$ cat src/rtl/fp_special_pipe_if.sv
// Operand bus into and result bus out of the FP special-value pipeline.
// master: upstream/downstream side (drives input beat and out_ready).
// slave : the pipeline (drives in_ready, out_valid, class flags, result).
interface fp_special_pipe_if #(
  parameter int unsigned EXP_W  = 5,
  parameter int unsigned MANT_W = 10
);
  logic              in_valid;
  logic              in_ready;
  logic              in_sign;
  logic [EXP_W-1:0]  in_exp;
  logic [MANT_W-1:0] in_mant;

  logic              out_valid;
  logic              out_ready;
  logic              is_nan;
  logic              is_snan;
  logic              is_pinf;
  logic              is_ninf;
  logic              is_zero;
  logic              is_normal;
  logic              is_subnormal;
  logic              sign_out;
  logic [EXP_W-1:0]  exp_out;
  logic [MANT_W-1:0] mant_out;

  modport master (
    output in_valid, in_sign, in_exp, in_mant, out_ready,
    input  in_ready, out_valid, is_nan, is_snan, is_pinf, is_ninf,
           is_zero, is_normal, is_subnormal, sign_out, exp_out, mant_out
  );

  modport slave (
    input  in_valid, in_sign, in_exp, in_mant, out_ready,
    output in_ready, out_valid, is_nan, is_snan, is_pinf, is_ninf,
           is_zero, is_normal, is_subnormal, sign_out, exp_out, mant_out
  );
endinterface

$ cat src/rtl/fp_special_pipe.sv
// Two-stage special-value classifier for a parametrised IEEE-style float.
// Classifies the input, optionally flushes subnormals (daz) and canonicalises
// NaNs, and keeps saturating NaN / subnormal output-event counters.
// Ports:
//   clk, rst          clock, async active-high reset
//   enable            global stall (0 freezes everything)
//   daz, canon_nan    per-beat modes, sampled with the input handshake
//   cnt_clr           synchronous clear of both counters (beats increments)
//   bus               operand in / result out with valid-ready handshakes
//   cnt_nan, cnt_sub  saturating event counters
module fp_special_pipe #(
  parameter int unsigned EXP_W  = 5,
  parameter int unsigned MANT_W = 10,
  parameter int unsigned CNT_W  = 16
) (
  input  logic               clk,
  input  logic               rst,
  input  logic               enable,
  input  logic               daz,
  input  logic               canon_nan,
  input  logic               cnt_clr,
  fp_special_pipe_if.slave   bus,
  output logic [CNT_W-1:0]   cnt_nan,
  output logic [CNT_W-1:0]   cnt_sub
);

  typedef struct packed {
    logic              is_nan;
    logic              is_snan;
    logic              is_pinf;
    logic              is_ninf;
    logic              is_zero;
    logic              is_normal;
    logic              is_sub;
    logic              sign;
    logic [EXP_W-1:0]  exp;
    logic [MANT_W-1:0] mant;
  } beat_t;

  beat_t             cls;
  beat_t             s1_q, s1_d, s2_q, s2_d;
  logic              s1_valid_q, s1_valid_d, s2_valid_q, s2_valid_d;
  logic [CNT_W-1:0]  cnt_nan_q, cnt_nan_d, cnt_sub_q, cnt_sub_d;
  logic              e1, e0, m0;
  logic              adv1, adv2, out_hs;

  // Classification and result data of the incoming beat.
  always_comb begin
    e1  = &bus.in_exp;
    e0  = ~|bus.in_exp;
    m0  = ~|bus.in_mant;
    cls = '0;
    cls.sign      = bus.in_sign;
    cls.exp       = bus.in_exp;
    cls.mant      = bus.in_mant;
    cls.is_nan    = e1 & ~m0;
    cls.is_snan   = e1 & ~m0 & ~bus.in_mant[MANT_W-1];
    cls.is_pinf   = e1 & m0 & ~bus.in_sign;
    cls.is_ninf   = e1 & m0 & bus.in_sign;
    cls.is_zero   = e0 & m0;
    cls.is_sub    = e0 & ~m0;
    cls.is_normal = ~e1 & ~e0;
    if (e1 & ~m0) begin
      // Quieting keeps the payload; canonical form drops sign and payload.
      if (canon_nan) begin
        cls.sign = 1'b0;
        cls.exp  = '1;
        cls.mant = '0;
      end
      cls.mant[MANT_W-1] = 1'b1;
    end else if (e0 & ~m0 & daz) begin
      // Flags still report subnormal: they describe the input, not the result.
      cls.exp  = '0;
      cls.mant = '0;
    end
  end

  // Pipeline advance, stage loads and counter updates.
  always_comb begin
    adv2       = enable & (~s2_valid_q | bus.out_ready);
    adv1       = enable & (~s1_valid_q | adv2);
    out_hs     = enable & s2_valid_q & bus.out_ready;
    s1_d       = s1_q;
    s1_valid_d = s1_valid_q;
    s2_d       = s2_q;
    s2_valid_d = s2_valid_q;
    cnt_nan_d  = cnt_nan_q;
    cnt_sub_d  = cnt_sub_q;
    if (adv1) begin
      s1_d       = cls;
      s1_valid_d = bus.in_valid;
    end
    if (adv2) begin
      s2_d       = s1_q;
      s2_valid_d = s1_valid_q;
    end
    if (enable & cnt_clr) begin
      cnt_nan_d = '0;
      cnt_sub_d = '0;
    end else if (out_hs) begin
      if (s2_q.is_nan && cnt_nan_q != '1) cnt_nan_d = cnt_nan_q + CNT_W'(1);
      if (s2_q.is_sub && cnt_sub_q != '1) cnt_sub_d = cnt_sub_q + CNT_W'(1);
    end
  end

  // State registers.
  always_ff @(posedge clk or posedge rst) begin
    if (rst) begin
      s1_q       <= '0;
      s1_valid_q <= 1'b0;
      s2_q       <= '0;
      s2_valid_q <= 1'b0;
      cnt_nan_q  <= '0;
      cnt_sub_q  <= '0;
    end else begin
      s1_q       <= s1_d;
      s1_valid_q <= s1_valid_d;
      s2_q       <= s2_d;
      s2_valid_q <= s2_valid_d;
      cnt_nan_q  <= cnt_nan_d;
      cnt_sub_q  <= cnt_sub_d;
    end
  end

  // Handshake outputs; ready is held low while reset is asserted.
  assign bus.in_ready     = adv1 & ~rst;
  assign bus.out_valid    = s2_valid_q & enable;
  assign bus.is_nan       = s2_q.is_nan;
  assign bus.is_snan      = s2_q.is_snan;
  assign bus.is_pinf      = s2_q.is_pinf;
  assign bus.is_ninf      = s2_q.is_ninf;
  assign bus.is_zero      = s2_q.is_zero;
  assign bus.is_normal    = s2_q.is_normal;
  assign bus.is_subnormal = s2_q.is_sub;
  assign bus.sign_out     = s2_q.sign;
  assign bus.exp_out      = s2_q.exp;
  assign bus.mant_out     = s2_q.mant;
  assign cnt_nan          = cnt_nan_q;
  assign cnt_sub          = cnt_sub_q;

endmodule

$ cat src/flat_wrapper.sv
// flat-port wrapper written by rule: the top's interface ports become plain ports
module fp_special_pipe_flat 
#(
  parameter int unsigned EXP_W  = 5,
  parameter int unsigned MANT_W = 10,
  parameter int unsigned CNT_W  = 16
)
  (clk, rst, enable, daz, canon_nan, cnt_clr, cnt_nan, cnt_sub, bus_in_valid, bus_in_sign, bus_in_exp, bus_in_mant, bus_out_ready, bus_in_ready, bus_out_valid, bus_is_nan, bus_is_snan, bus_is_pinf, bus_is_ninf, bus_is_zero, bus_is_normal, bus_is_subnormal, bus_sign_out, bus_exp_out, bus_mant_out);
  fp_special_pipe_if #(.EXP_W(EXP_W), .MANT_W(MANT_W)) bus_i ();
  input  logic clk;
  input  logic rst;
  input  logic enable;
  input  logic daz;
  input  logic canon_nan;
  input  logic cnt_clr;
  output logic [CNT_W-1:0] cnt_nan;
  output logic [CNT_W-1:0] cnt_sub;
  input wire logic [$bits(bus_i.in_valid)-1:0] bus_in_valid;
  input wire logic [$bits(bus_i.in_sign)-1:0] bus_in_sign;
  input wire logic [$bits(bus_i.in_exp)-1:0] bus_in_exp;
  input wire logic [$bits(bus_i.in_mant)-1:0] bus_in_mant;
  input wire logic [$bits(bus_i.out_ready)-1:0] bus_out_ready;
  output wire logic [$bits(bus_i.in_ready)-1:0] bus_in_ready;
  output wire logic [$bits(bus_i.out_valid)-1:0] bus_out_valid;
  output wire logic [$bits(bus_i.is_nan)-1:0] bus_is_nan;
  output wire logic [$bits(bus_i.is_snan)-1:0] bus_is_snan;
  output wire logic [$bits(bus_i.is_pinf)-1:0] bus_is_pinf;
  output wire logic [$bits(bus_i.is_ninf)-1:0] bus_is_ninf;
  output wire logic [$bits(bus_i.is_zero)-1:0] bus_is_zero;
  output wire logic [$bits(bus_i.is_normal)-1:0] bus_is_normal;
  output wire logic [$bits(bus_i.is_subnormal)-1:0] bus_is_subnormal;
  output wire logic [$bits(bus_i.sign_out)-1:0] bus_sign_out;
  output wire logic [$bits(bus_i.exp_out)-1:0] bus_exp_out;
  output wire logic [$bits(bus_i.mant_out)-1:0] bus_mant_out;
  assign bus_i.in_valid = bus_in_valid;
  assign bus_i.in_sign = bus_in_sign;
  assign bus_i.in_exp = bus_in_exp;
  assign bus_i.in_mant = bus_in_mant;
  assign bus_i.out_ready = bus_out_ready;
  assign bus_in_ready = bus_i.in_ready;
  assign bus_out_valid = bus_i.out_valid;
  assign bus_is_nan = bus_i.is_nan;
  assign bus_is_snan = bus_i.is_snan;
  assign bus_is_pinf = bus_i.is_pinf;
  assign bus_is_ninf = bus_i.is_ninf;
  assign bus_is_zero = bus_i.is_zero;
  assign bus_is_normal = bus_i.is_normal;
  assign bus_is_subnormal = bus_i.is_subnormal;
  assign bus_sign_out = bus_i.sign_out;
  assign bus_exp_out = bus_i.exp_out;
  assign bus_mant_out = bus_i.mant_out;
  fp_special_pipe #(.EXP_W(EXP_W), .MANT_W(MANT_W), .CNT_W(CNT_W)) u_core (.clk(clk), .rst(rst), .enable(enable), .daz(daz), .canon_nan(canon_nan), .cnt_clr(cnt_clr), .bus(bus_i), .cnt_nan(cnt_nan), .cnt_sub(cnt_sub));
endmodule
$ cat config.mk
export PLATFORM = sky130hd
export DESIGN_NAME = fp_special_pipe_flat
export DESIGN_NICKNAME = d
export VERILOG_FILES = /design/src/rtl/fp_special_pipe_if.sv /design/src/rtl/fp_special_pipe.sv /design/src/flat_wrapper.sv
export SDC_FILE = /design/constraint.sdc
export NUM_CORES = 1
export LEC_CHECK = 0
export BUFFER_PORTS_ARGS = -buffer_cell sky130_fd_sc_hd__buf_2
export CAP_MARGIN = 20
export CORE_UTILIZATION = 50
export DETAILED_ROUTE_END_ITERATION = 10
export PLACE_DENSITY = 0.74
export SYNTH_ARGS = -nofsm -noshare
export SYNTH_HDL_FRONTEND = slang
export SYNTH_SLANG_ARGS = --single-unit
$ cat constraint.sdc
create_clock -name clk -period 4.35 [get_ports clk]
set_clock_uncertainty 0.1 [all_clocks]
set_input_delay 0.2175 -clock clk [delete_from_list [all_inputs] [get_ports clk]]
set_output_delay 0.2175 -clock clk [all_outputs]
set_load 0.01 [all_outputs]
==> reports/summary.txt <==
Status = complete, no violations
Drt pass-1 iters = 4
Crit-path max cell delay = 530 ps
Crit. End Element = flip-flop
Routed wire per std cell = 16.0 um
Period minus WS final = 2230 ps
Count of input and output buffers = 80
Max Slew Vio Count = 0
Clock latency on the worst-skew pair = 360 ps
Largest net degree at the start of global routing = 53
GP Congestion = 0.817
Fin nets = 451
Global route total overflow = 0
Max-cap viol count = 0
Row count = 31
Sequential fraction of the synthesis area = 0.537
Setup TNS = 0 ps
Initial Util = 0.516
Area Growth Syn to Fin = 20.4%
Filler cells = 636
Max VDD drop = 0.242 mV
Asr flop ratio synth = 1.00
Avg Cell Area, Syn = 11.0 sq um
Initial antenna violation count = 0
Crit-path slowest cell = dlygate4sd3_1
Final worst path period share = 0.514
Synth Net Count = 366
Drc violations = 0
Die Ht = 88.3 um
Total die area = 7800 sq um
Initial drt markers = 290
F_max = 448 MHz
Post-Syn Area = 3720 sq um
CP required = 4500 ps
Final Hold Viols = 0
Slew @ Worst Pin = 991 ps
HPWL after DPL = 5.79 mm
Rel. slew slack = 0.340
Routed via count = 3,168
Post-CTS Resized = 0
Detailed-route vias per instance = 5.99
Post-synthesis cell count = 340
Diode count = 0
RSZ-0062 raised after global routing = false
Final setup fails = 0
Post-synthesis register bit count = 80
Main synth FF type = dfrtp_1
First-pass GRT wire length = 14.2 mm
Gr usage total = 0.237
Worst setup SP type = primary input
HP Class = in2reg
Clock slew at reported path FFs = 90 ps
I/O pin cnt = 81
Share of layout cells above drive strength 1 = 0.302
# H-tree levels = 3
Pleak = 0.00209 uW
CTS tree = done
Most frequent cells in the layout = 80 x buf_2, 80 x dfrtp_1, 35 x nand2_1, 24 x mux2_2, 20 x a21oi_1
Final ANT Viol Nets = 0
Clock sinks = 80
Pwr/cell area = 372 nW/um^2
Clock Root Buffer = clkbuf_8
Clk buf depth = 2
Synth warn = 0
Total Wirelength = 8.44 mm
Max FO, Critical Path = 11
Library cells used by synthesis = 39
Critical path type = in2reg
Crit-path cells = dlygate4sd3_1 > buf_2 > or4_1 > nor2_1 > a31oi_1 > a32o_1
CORE AREA = 7210 sq um
DP Worst Slack = 2120 ps
EDFF count, synth = 0
Total CTS buffers = 9
Final worst setup slack = 2120 ps
Vias in the first global route = 3,040
WP data arrival = 2380 ps
Width of the die = 88.3 um
flip-flops by register name, summed over array words and instances, names as in the netlist:
register,count
u_core.bus.exp_out,5
u_core.bus.is_nan,1
u_core.bus.is_ninf,1
u_core.bus.is_normal,1
u_core.bus.is_pinf,1
u_core.bus.is_snan,1
u_core.bus.is_subnormal,1
u_core.bus.is_zero,1
u_core.bus.mant_out,10
u_core.bus.sign_out,1
u_core.cnt_nan,16
u_core.cnt_sub,16
u_core.s1_q,23
u_core.s1_valid_q,1
u_core.s2_valid_q,1
synthesized netlist by cell type, types with 2 or more instances:
cell | n | area share
a21oi_1 | 20 | 0.027
a22o_1 | 4 | 0.0094
a31oi_1 | 3 | 0.0050
a32o_1 | 9 | 0.024
a41o_1 | 2 | 0.0054
and2_1 | 6 | 0.010
and3_1 | 3 | 0.0050
and4_1 | 9 | 0.021
clkbuf_1 | 14 | 0.014
dfrtp_1 | 80 | 0.54
ha_1 | 2 | 0.0067
inv_1 | 8 | 0.0081
mux2_2 | 24 | 0.073
mux2i_1 | 4 | 0.011
nand2_1 | 35 | 0.035
nand2b_1 | 7 | 0.012
nand3_1 | 15 | 0.020
nand3b_1 | 2 | 0.0040
nand4_1 | 9 | 0.015
nand4_2 | 2 | 0.0067
nor2_1 | 9 | 0.0091
nor3_1 | 3 | 0.0040
nor4_1 | 3 | 0.0050
nor4b_1 | 2 | 0.0047
o211ai_1 | 2 | 0.0040
o21ai_0 | 9 | 0.012
o311ai_0 | 5 | 0.012
o31ai_1 | 17 | 0.034
o41ai_1 | 6 | 0.014
or3_1 | 5 | 0.0084
or4_1 | 13 | 0.026
critical path: cells and delay by family:
family | cells | cell delay [ps]
buffers and inverters | 2 | 670
and+or+nand+nor | 2 | 730
AOI/OAI and AO/OA | 2 | 760
routing by layer:
layer	share of wire	wire length, um	GRT usage
met1	0.45	3770	0.313
met2	0.48	4080	0.383
met3	0.051	429	0.0466
met4	0.019	162	0.101
met5	0	0	0
power by group:
group | switching (uW) | total [uW] | internal [uW]
Clock | 286 | 556 | 270
Combinational | 127 | 245 | 118
Sequential | 45.5 | 867 | 821
path summary, 6_finish.rpt:
path / startpoint / cells past startpoint / slack (ps) / to
hold reg to reg: u_core.s1_q[14] / 2 / 380 / u_core.s1_q[14]
setup / recovery: bus_in_exp[3] / 6 / 2120 / u_core.s1_q[1]
setup reg to reg: u_core.cnt_sub[8] / 4 / 2120 / u_core.cnt_sub[9]
min in group asynchronous: rst / 3 / 330 / u_core.bus.mant_out[7]
hold / removal: bus_in_exp[1] / 2 / 20 / u_core.s1_q[11]
max in group asynchronous: rst / 4 / 2810 / u_core.cnt_nan[10]
stage by stage:
stage | power, uW | utilization | hold slack, ps | area (sq um) | cells
global placement | 1120 | 0.584 | 161 | 4210 | 506
finish | 1670 | 0.621 | 16.4 | 4480 | 529
floorplan | 1020 | - | 214 | 3720 | 340
detailed placement | 1130 | 0.584 | 167 | 4210 | 506
CTS | 1690 | 0.621 | 1.87 | 4480 | 529
global route | 1750 | 0.621 | 16.1 | 4480 | 529
layout make-up:
| cell class | instances | area (sq um) | area share |
|---|---|---|---|
| timing repair buffer | 90 | 493 | 0.110 |
| sequential | 80 | 2000 | 0.447 |
| clock inverter | 7 | 77.6 | 0.0173 |
| multi-input combinational | 236 | 1630 | 0.364 |
| inverter | 8 | 31.3 | 0.00698 |
| tap | 99 | 124 | 0.0276 |
| clock buffer | 9 | 124 | 0.0276 |
what timing repair did:
| item | in CTS | in global routing |
|---|---|---|
| setup buffers | 0 | 0 |
| setup endpoints to repair | 0 | 0 |
| hold buffers | 7 | 0 |
| hold endpoints to repair | 35 | 0 |
logic make-up (layout without fill, tap and decap cells):
family          count (synthesis)  count (layout)  share of synthesized area
simple gates                  125             125                      0.192
fa+ha+maj                       2               2                    0.00672
flops                          80              80                      0.537
compound gates                 81              81                      0.155
mux                            28              28                     0.0833
buf+inv                        24             114                     0.0255
No activity file was read; power rests on OpenSTA's default activity.
